`src/rtl/hazard_stall_ctrl_pkg.sv`:
```
// Shared definitions for the hazard/stall controller: FSM state encoding,
// mul/div countdown width and the helper that derives the countdown reload.
package hazard_stall_ctrl_pkg;

  // Two-state controller: normal issue, or EX occupied by a multi-cycle mul/div
  typedef enum logic {
    HZ_RUN     = 1'b0,
    HZ_MD_BUSY = 1'b1
  } hz_state_e;

  // The countdown only needs to cover MD_LATENCY up to 16
  localparam int MD_CNT_W = 4;

  // The issue cycle and the md_done cycle are not counted down, so the
  // countdown starts two below the total EX latency.
  function automatic logic [MD_CNT_W-1:0] md_reload(input int latency);
    return MD_CNT_W'(latency - 2);
  endfunction

endpackage

```
`src/rtl/hazard_stall_ctrl_loaduse_cmp.sv`:
```
// Combinational load-use detector: the load in EX writes a register the
// instruction in ID actually reads, and that register is not x0.
module hazard_loaduse_cmp
  import hazard_stall_ctrl_pkg::*;
#(
  parameter int REG_W = 5
) (
  input  logic [REG_W-1:0] i_rs1,
  input  logic [REG_W-1:0] i_rs2,
  input  logic             i_use_rs1,
  input  logic             i_use_rs2,
  input  logic             i_ex_mem_read,
  input  logic [REG_W-1:0] i_ex_rd,
  output logic             o_load_use
);

  logic w_rd_nonzero;
  logic w_hit_rs1;
  logic w_hit_rs2;

  assign w_rd_nonzero = (i_ex_rd != '0);
  assign w_hit_rs1    = i_use_rs1 && (i_rs1 == i_ex_rd);
  assign w_hit_rs2    = i_use_rs2 && (i_rs2 == i_ex_rd);
  assign o_load_use   = i_ex_mem_read && w_rd_nonzero && (w_hit_rs1 || w_hit_rs2);

endmodule

```
`src/rtl/hazard_stall_ctrl.sv`:
```
// Hazard/stall controller beside the ID/EX stage. Stalls IF/ID for one
// cycle on load-use, freezes IF..EX while a mul/div occupies EX, flushes
// wrong-path instructions on an EX redirect, and counts stalled cycles.
module hazard_stall_ctrl
  import hazard_stall_ctrl_pkg::*;
#(
  parameter int REG_W      = 5,
  parameter int MD_LATENCY = 4,
  parameter int CNT_W      = 32
) (
  input  logic             clk,
  input  logic             rst,
  input  logic [REG_W-1:0] ID_rs1,
  input  logic [REG_W-1:0] ID_rs2,
  input  logic             ID_use_rs1,
  input  logic             ID_use_rs2,
  input  logic             EX_MemRead,
  input  logic [REG_W-1:0] EX_rd,
  input  logic             EX_md_start,
  input  logic             EX_redirect,
  output logic             PC_Write,
  output logic             IFID_Write,
  output logic             IDEX_Write,
  output logic             IFID_Flush,
  output logic             IDEX_Flush,
  output logic             EXMEM_Flush,
  output logic             md_done,
  output logic [CNT_W-1:0] stall_cnt
);

  localparam logic [MD_CNT_W-1:0] MD_RELOAD = md_reload(MD_LATENCY);

  hz_state_e           r_state;
  hz_state_e           w_next_state;
  logic [MD_CNT_W-1:0] r_md_cnt;
  logic [MD_CNT_W-1:0] w_md_cnt_next;
  logic [CNT_W-1:0]    r_stall_cnt;

  logic w_load_use;
  logic w_pc_write;
  logic w_ifid_write;
  logic w_idex_write;
  logic w_ifid_flush;
  logic w_idex_flush;
  logic w_exmem_flush;
  logic w_md_done;

  hazard_loaduse_cmp #(
    .REG_W(REG_W)
  ) u_loaduse_cmp (
    .i_rs1        (ID_rs1),
    .i_rs2        (ID_rs2),
    .i_use_rs1    (ID_use_rs1),
    .i_use_rs2    (ID_use_rs2),
    .i_ex_mem_read(EX_MemRead),
    .i_ex_rd      (EX_rd),
    .o_load_use   (w_load_use)
  );

  // Next-state and control decode; reset forces the safe "hold and flush everything" pattern
  always_comb begin
    w_next_state  = r_state;
    w_md_cnt_next = r_md_cnt;
    w_pc_write    = 1'b1;
    w_ifid_write  = 1'b1;
    w_idex_write  = 1'b1;
    w_ifid_flush  = 1'b0;
    w_idex_flush  = 1'b0;
    w_exmem_flush = 1'b0;
    w_md_done     = 1'b0;

    case (r_state)
      HZ_RUN: begin
        if (EX_redirect) begin
          w_ifid_flush = 1'b1;
          w_idex_flush = 1'b1;
        end else if (EX_md_start) begin
          w_pc_write    = 1'b0;
          w_ifid_write  = 1'b0;
          w_idex_write  = 1'b0;
          w_exmem_flush = 1'b1;
          w_md_cnt_next = MD_RELOAD;
          w_next_state  = HZ_MD_BUSY;
        end else if (w_load_use) begin
          w_pc_write   = 1'b0;
          w_ifid_write = 1'b0;
          w_idex_flush = 1'b1;
        end
      end
      HZ_MD_BUSY: begin
        if (r_md_cnt != '0) begin
          w_pc_write    = 1'b0;
          w_ifid_write  = 1'b0;
          w_idex_write  = 1'b0;
          w_exmem_flush = 1'b1;
          w_md_cnt_next = r_md_cnt - 1'b1;
        end else begin
          w_md_done    = 1'b1;
          w_next_state = HZ_RUN;
        end
      end
      default: begin
        w_next_state  = HZ_RUN;
        w_md_cnt_next = '0;
      end
    endcase

    if (rst) begin
      w_pc_write    = 1'b0;
      w_ifid_write  = 1'b0;
      w_idex_write  = 1'b0;
      w_ifid_flush  = 1'b1;
      w_idex_flush  = 1'b1;
      w_exmem_flush = 1'b1;
      w_md_done     = 1'b0;
    end
  end

  // FSM state and mul/div countdown; reset aborts any mul/div in progress
  always_ff @(posedge clk or posedge rst) begin
    if (rst) begin
      r_state  <= HZ_RUN;
      r_md_cnt <= '0;
    end else begin
      r_state  <= w_next_state;
      r_md_cnt <= w_md_cnt_next;
    end
  end

  // Performance counter of cycles in which the PC did not advance
  always_ff @(posedge clk or posedge rst) begin
    if (rst) begin
      r_stall_cnt <= '0;
    end else if (!w_pc_write) begin
      r_stall_cnt <= r_stall_cnt + 1'b1;
    end
  end

  assign PC_Write    = w_pc_write;
  assign IFID_Write  = w_ifid_write;
  assign IDEX_Write  = w_idex_write;
  assign IFID_Flush  = w_ifid_flush;
  assign IDEX_Flush  = w_idex_flush;
  assign EXMEM_Flush = w_exmem_flush;
  assign md_done     = w_md_done;
  assign stall_cnt   = r_stall_cnt;

endmodule

```
`config.mk`:
```
export PLATFORM = sky130hd
export DESIGN_NAME = hazard_stall_ctrl
export DESIGN_NICKNAME = d
export VERILOG_FILES = /design/src/rtl/hazard_stall_ctrl_pkg.sv /design/src/rtl/hazard_stall_ctrl_loaduse_cmp.sv /design/src/rtl/hazard_stall_ctrl.sv
export SDC_FILE = /design/constraint.sdc
export NUM_CORES = 1
export LEC_CHECK = 0
export CORE_ASPECT_RATIO = 1.25
export CORE_UTILIZATION = 40
export CTS_CLUSTER_SIZE = 12
export DETAILED_ROUTE_END_ITERATION = 12
export PLACE_DENSITY = 0.73
export SLEW_MARGIN = 20
export SYNTH_ARGS = -nofsm -noshare
export SYNTH_HDL_FRONTEND = slang
export SYNTH_SLANG_ARGS = --single-unit
```
`constraint.sdc`:
```
create_clock -name clk -period 2.3 [get_ports clk]
set_clock_uncertainty 0.2 [all_clocks]
set_input_delay 0.46 -clock clk [delete_from_list [all_inputs] [get_ports clk]]
set_output_delay 0.46 -clock clk [all_outputs]
set_load 0.02 [all_outputs]
```
==> flow_results.org <==
** Outcome
- Run status :: finished with violations
- The checks that failed: negative setup slack.

** Global route
- The initial antenna violation count is 0.
- The number of global-route vias before repair is 1,769.
- In the global route stage, met3 resource usage came out at 0.04119.
- The total overflow left after global routing is 0.
- Entering global routing, the biggest net connects 38 pins.
- In the global route stage, met2 resource usage came out at 0.3646.
- Global-route wire length before repair :: 7810 µm
- For this run, global-route usage on met1 was measured as 0.2164.
- Layer with the highest usage :: met2
- Overall fraction of global-route tracks in use :: 0.1958

** Routing
- Wires add up to 4609 µm.
- Ratio of routed vias to standard cells :: 4.931
- The count of nets left with antenna violations once routing finished came out at 0.
- # DRC :: 0
- Wire length per cell after detailed routing :: 13.32 µm
- Number of DRC markers in iteration 0 :: 83
- Routed via count :: 1,706
- For this run, the detailed router's first-pass iteration total came to 4.

** Critical path
- Dominant delay contributor by cell family on the critical path :: simple AND/OR/NAND/NOR gates
- Counting both buffers and inverters, the worst setup path holds a total of 3.
- Of all nets on the critical path, the largest fanout is 4.
- In this design, the stage delay of the slowest critical-path cell is 0.40 ns.
- Cell-by-cell trace of the critical path :: inv_2 -> ha_4 -> or3b_4 -> a21o_4 -> nor2_4 -> inv_4 -> a31oi_4 -> buf_6
- Signal arrival time at the worst endpoint :: 2.06 ns
- Crit path capture type :: output port
- Start-to-end type of the worst setup path :: flop to output port
- Crit path required time :: 1.64 ns
- Crit start category :: flop
- Slowest CP cell :: sky130_fd_sc_hd__dfrtp_1

** Run
- Across the run, the number of max-cap violations was 0.

** Timing
- Unrepaired setup endpoints after global routing :: yes
- Final min period :: 2.722 ns
- Setup violations remaining at the end of the flow were counted as 36.
- Dividing the final minimum period by the clock period gives 1.184.
- Relative max-transition margin :: 0.6885
- Maximum operating frequency :: 367.4 MHz
- The number of slew-limit violations in the final report came to 0.
- After layout, the worst setup slack is -0.4221 ns.
- For the pin with the worst max-slew slack, the measured transition is 0.4673 ns.
- The final hold violation count came to 0.
- Adding up every negative setup slack in the final design gives -8.477 ns.

** Hold path
- The min-delay analysis places its worst path in the category flop to flop.

** Die
- For this configuration, the core starts out at a cell density of 0.4169.
- The region available for standard cell placement spans 4730 µm².
- For this design the top-level I/O count stands at 61.
- The die covers 5216 µm².
- Die Ht :: 80.50 µm
- Site row count :: 28
- Chip Width :: 64.80 µm

** Finish
- The area growth from synthesis to layout is 63.71%.
- The top cell types in the final layout, fill and taps aside, are 37 x sky130_fd_sc_hd__clkdlybuf4s50_1, 37 x sky130_fd_sc_hd__dfrtp_1, 29 x sky130_fd_sc_hd__buf_4.
- The layout has 372 filler cells.
- Area of the multi-input gates :: 1171 µm²
- The net count of the finished layout is 309.
- The sequential cells in the finished layout cover a total of 925.9 µm².
- Of the cells placed in the final design, the portion with a size suffix greater than 1 is 0.3566.
- Diode count :: 0

** Clock tree
- Clock input transition at the sequential cells of the worst setup and hold paths :: 0.07 ns
- The number of hold buffers added after CTS was 0.
- Counting the buffers created by CTS gives 5.
- The longest clock path from root to sink contains 2 buffers.
- CTS Root Cell :: sky130_fd_sc_hd__clkbuf_8
- The clock tree synthesis step divided the H-tree into 2 levels.
- Number of clock sinks :: 37
- Clock tree from TritonCTS :: done
- Worst-skew pair later-pin latency :: 0.29 ns

** Place
- During placement, the flow inserted port buffers numbering 60.
- The congestion estimate from routability-driven global placement came to 0.7703.
- Detailed placement finished with a half-perimeter wire length of 3432 µm.
- OpenSTA, run right after detailed placement, puts the worst setup slack at -0.9080 ns.

** Synthesis
- Synth top area share :: 0.4695
- Post-synthesis compound-gate area fraction :: 0.03680
- Summing every instance area after synthesis gives 1972 µm².
- Sequential cell area fraction in the yosys report :: 0.4695
- After synthesis, the share of cell area in mux cells is 0.005711.
- Total nets after synthesis :: 211
- Yosys warnings :: 0
- Synthesis produced 187 cells.
- For this run, the leading register cell type out of synthesis is sky130_fd_sc_hd__dfrtp_1.
- Top cells by area, synth :: sky130_fd_sc_hd__dfrtp_1 47%, sky130_fd_sc_hd__xor2_1 12%, sky130_fd_sc_hd__xnor2_1 6.7%
- By area, the combinational part of the netlist is dominated by simple AND/OR/NAND/NOR gates.
- Number of flops mapped to enable cells by yosys :: 0
- Basic-gate share of the synthesized area counting and, or, nand and nor cells :: 0.2538
- In this run the mean area of a mapped cell was 10.54 µm².
- In this run, synthesis produced a sequential element count of 37.
- Fraction of synthesis flops using an asynchronous set or reset pin :: 1.000
- Library cells used by synthesis :: 37
- Of the total synthesized cell area, the portion taken by XOR and XNOR cells is 0.1865.
- Adder-Cell Fraction of Synth Area :: 0.01269
- The largest total area in the synthesized netlist belongs to sky130_fd_sc_hd__dfrtp_1.

** Power and ir drop
- The share of total power dissipated in sequential elements is 0.322.
- Switching pwr :: 0.9906 mW
- IR analysis of the VDD net gives a maximum drop of 0.0006440 V.
- Of the total power, the clock network draws 0.225.
- Of the total power, the share spent switching nets is 0.3383.
- Cell Pwr Density :: 907.2 nW/µm²
- Summed over all cells, the static leakage comes to 1.400 nW.
- Combinational group share of total power :: 0.453
- Cell-internal power :: 1.938 mW
- Final Power :: 2.928 mW
## cell type report
| cell class | instances | area share |
|---|---|---|
| clock buffer | 5 | 0.02132 |
| clock inverter | 3 | 0.02016 |
| inverter | 6 | 0.008915 |
| multi-input combinational | 139 | 0.3628 |
| sequential | 37 | 0.2868 |
| tap | 60 | 0.02326 |
| timing repair buffer | 96 | 0.2767 |
## registers in the layout, summed over array words and instances (netlist names)
signal / cells
r_md_cnt: 4
r_state: 1
stall_cnt: 32
## kinds of logic after synthesis
kind of cell    count (synthesis)
compound gates                  8
xor+xnor                       42
simple gates                   86
buf+inv                        11
flops                          37
fa+ha+maj                       2
mux                             1
## what timing repair did
item / CTS / global route
gates cloned: 0 / 1
pin swaps: 15 / 11
setup endpoints to repair: 39 / 39
resized for setup: 68 / 35
setup buffers: 8 / 4
## layer usage
layer,vias to the layer above,share of wire
met5,-,0
met2,51,0.55
met4,0,0.012
met1,817,0.40
li1,833,-
met3,5,0.039
## worst paths after layout
kind / endpoint / depth (start not counted) / start / slack [ns]
max in group asynchronous: stall_cnt[25] / 3 / rst / 1.22
min: stall_cnt[31] / 1 / stall_cnt[31] / 0.27
max: IFID_Write / 8 / r_md_cnt[0] / -0.42
min in group asynchronous: stall_cnt[8] / 3 / rst / 0.35
max reg2reg: stall_cnt[13] / 12 / r_md_cnt[0] / -0.28
min reg2reg: stall_cnt[31] / 1 / stall_cnt[31] / 0.27
## power groups by stage
stage | clock (mW) | combinational (mW) | sequential, mW
CTS | 0.672 | 1.28 | 0.939
finish | 0.660 | 1.33 | 0.942
floorplan | 0 | 0.581 | 1.03
global route | 0.705 | 1.44 | 0.966
detailed placement | 0 | 1.17 | 0.952
global placement | 0 | 1.15 | 0.943
## cell usage after synthesis, types with 2 or more instances
cell                        n
sky130_fd_sc_hd__and3_1     6
sky130_fd_sc_hd__and4_1     2
sky130_fd_sc_hd__buf_6      3
sky130_fd_sc_hd__dfrtp_1   37
sky130_fd_sc_hd__ha_1       2
sky130_fd_sc_hd__inv_1      5
sky130_fd_sc_hd__nand2_1   22
sky130_fd_sc_hd__nand2b_1   2
sky130_fd_sc_hd__nand3_1    6
sky130_fd_sc_hd__nand3b_1   3
sky130_fd_sc_hd__nand4_1    3
sky130_fd_sc_hd__nor2_1    11
sky130_fd_sc_hd__nor3_1    10
sky130_fd_sc_hd__nor3b_1    3
sky130_fd_sc_hd__nor3b_2    2
sky130_fd_sc_hd__nor4_1     5
sky130_fd_sc_hd__nor4b_1    3
sky130_fd_sc_hd__o21ai_0    2
sky130_fd_sc_hd__o22ai_1    2
sky130_fd_sc_hd__xnor2_1   15
sky130_fd_sc_hd__xor2_1    27
## per-stage QoR
stage	area, µm²	utilization	hold WS [ns]	instances
after detailed placement	2923	0.6180	0.2587	328
final	3228	0.6825	0.2651	346
after global routing	3228	0.6825	0.3187	346
after CTS	3144	0.6648	0.2713	344
after floorplan	2102	-	0.2227	187
after global placement	2923	0.6180	0.2558	328
## worst reg2reg max path, stage by stage, from the launching register on
cell                        delay, ns
sky130_fd_sc_hd__dfrtp_1         0.40
sky130_fd_sc_hd__inv_2           0.08
sky130_fd_sc_hd__ha_4            0.13
sky130_fd_sc_hd__or3b_4          0.39
sky130_fd_sc_hd__a21o_4          0.22
sky130_fd_sc_hd__nor2_4          0.11
sky130_fd_sc_hd__inv_4           0.05
sky130_fd_sc_hd__a31oi_4         0.24
sky130_fd_sc_hd__buf_4           0.16
sky130_fd_sc_hd__buf_4           0.14
sky130_fd_sc_hd__clkbuf_16       0.15
sky130_fd_sc_hd__nor4b_1         0.06
sky130_fd_sc_hd__xor2_1          0.13
Power figures use the tool's default switching activity.
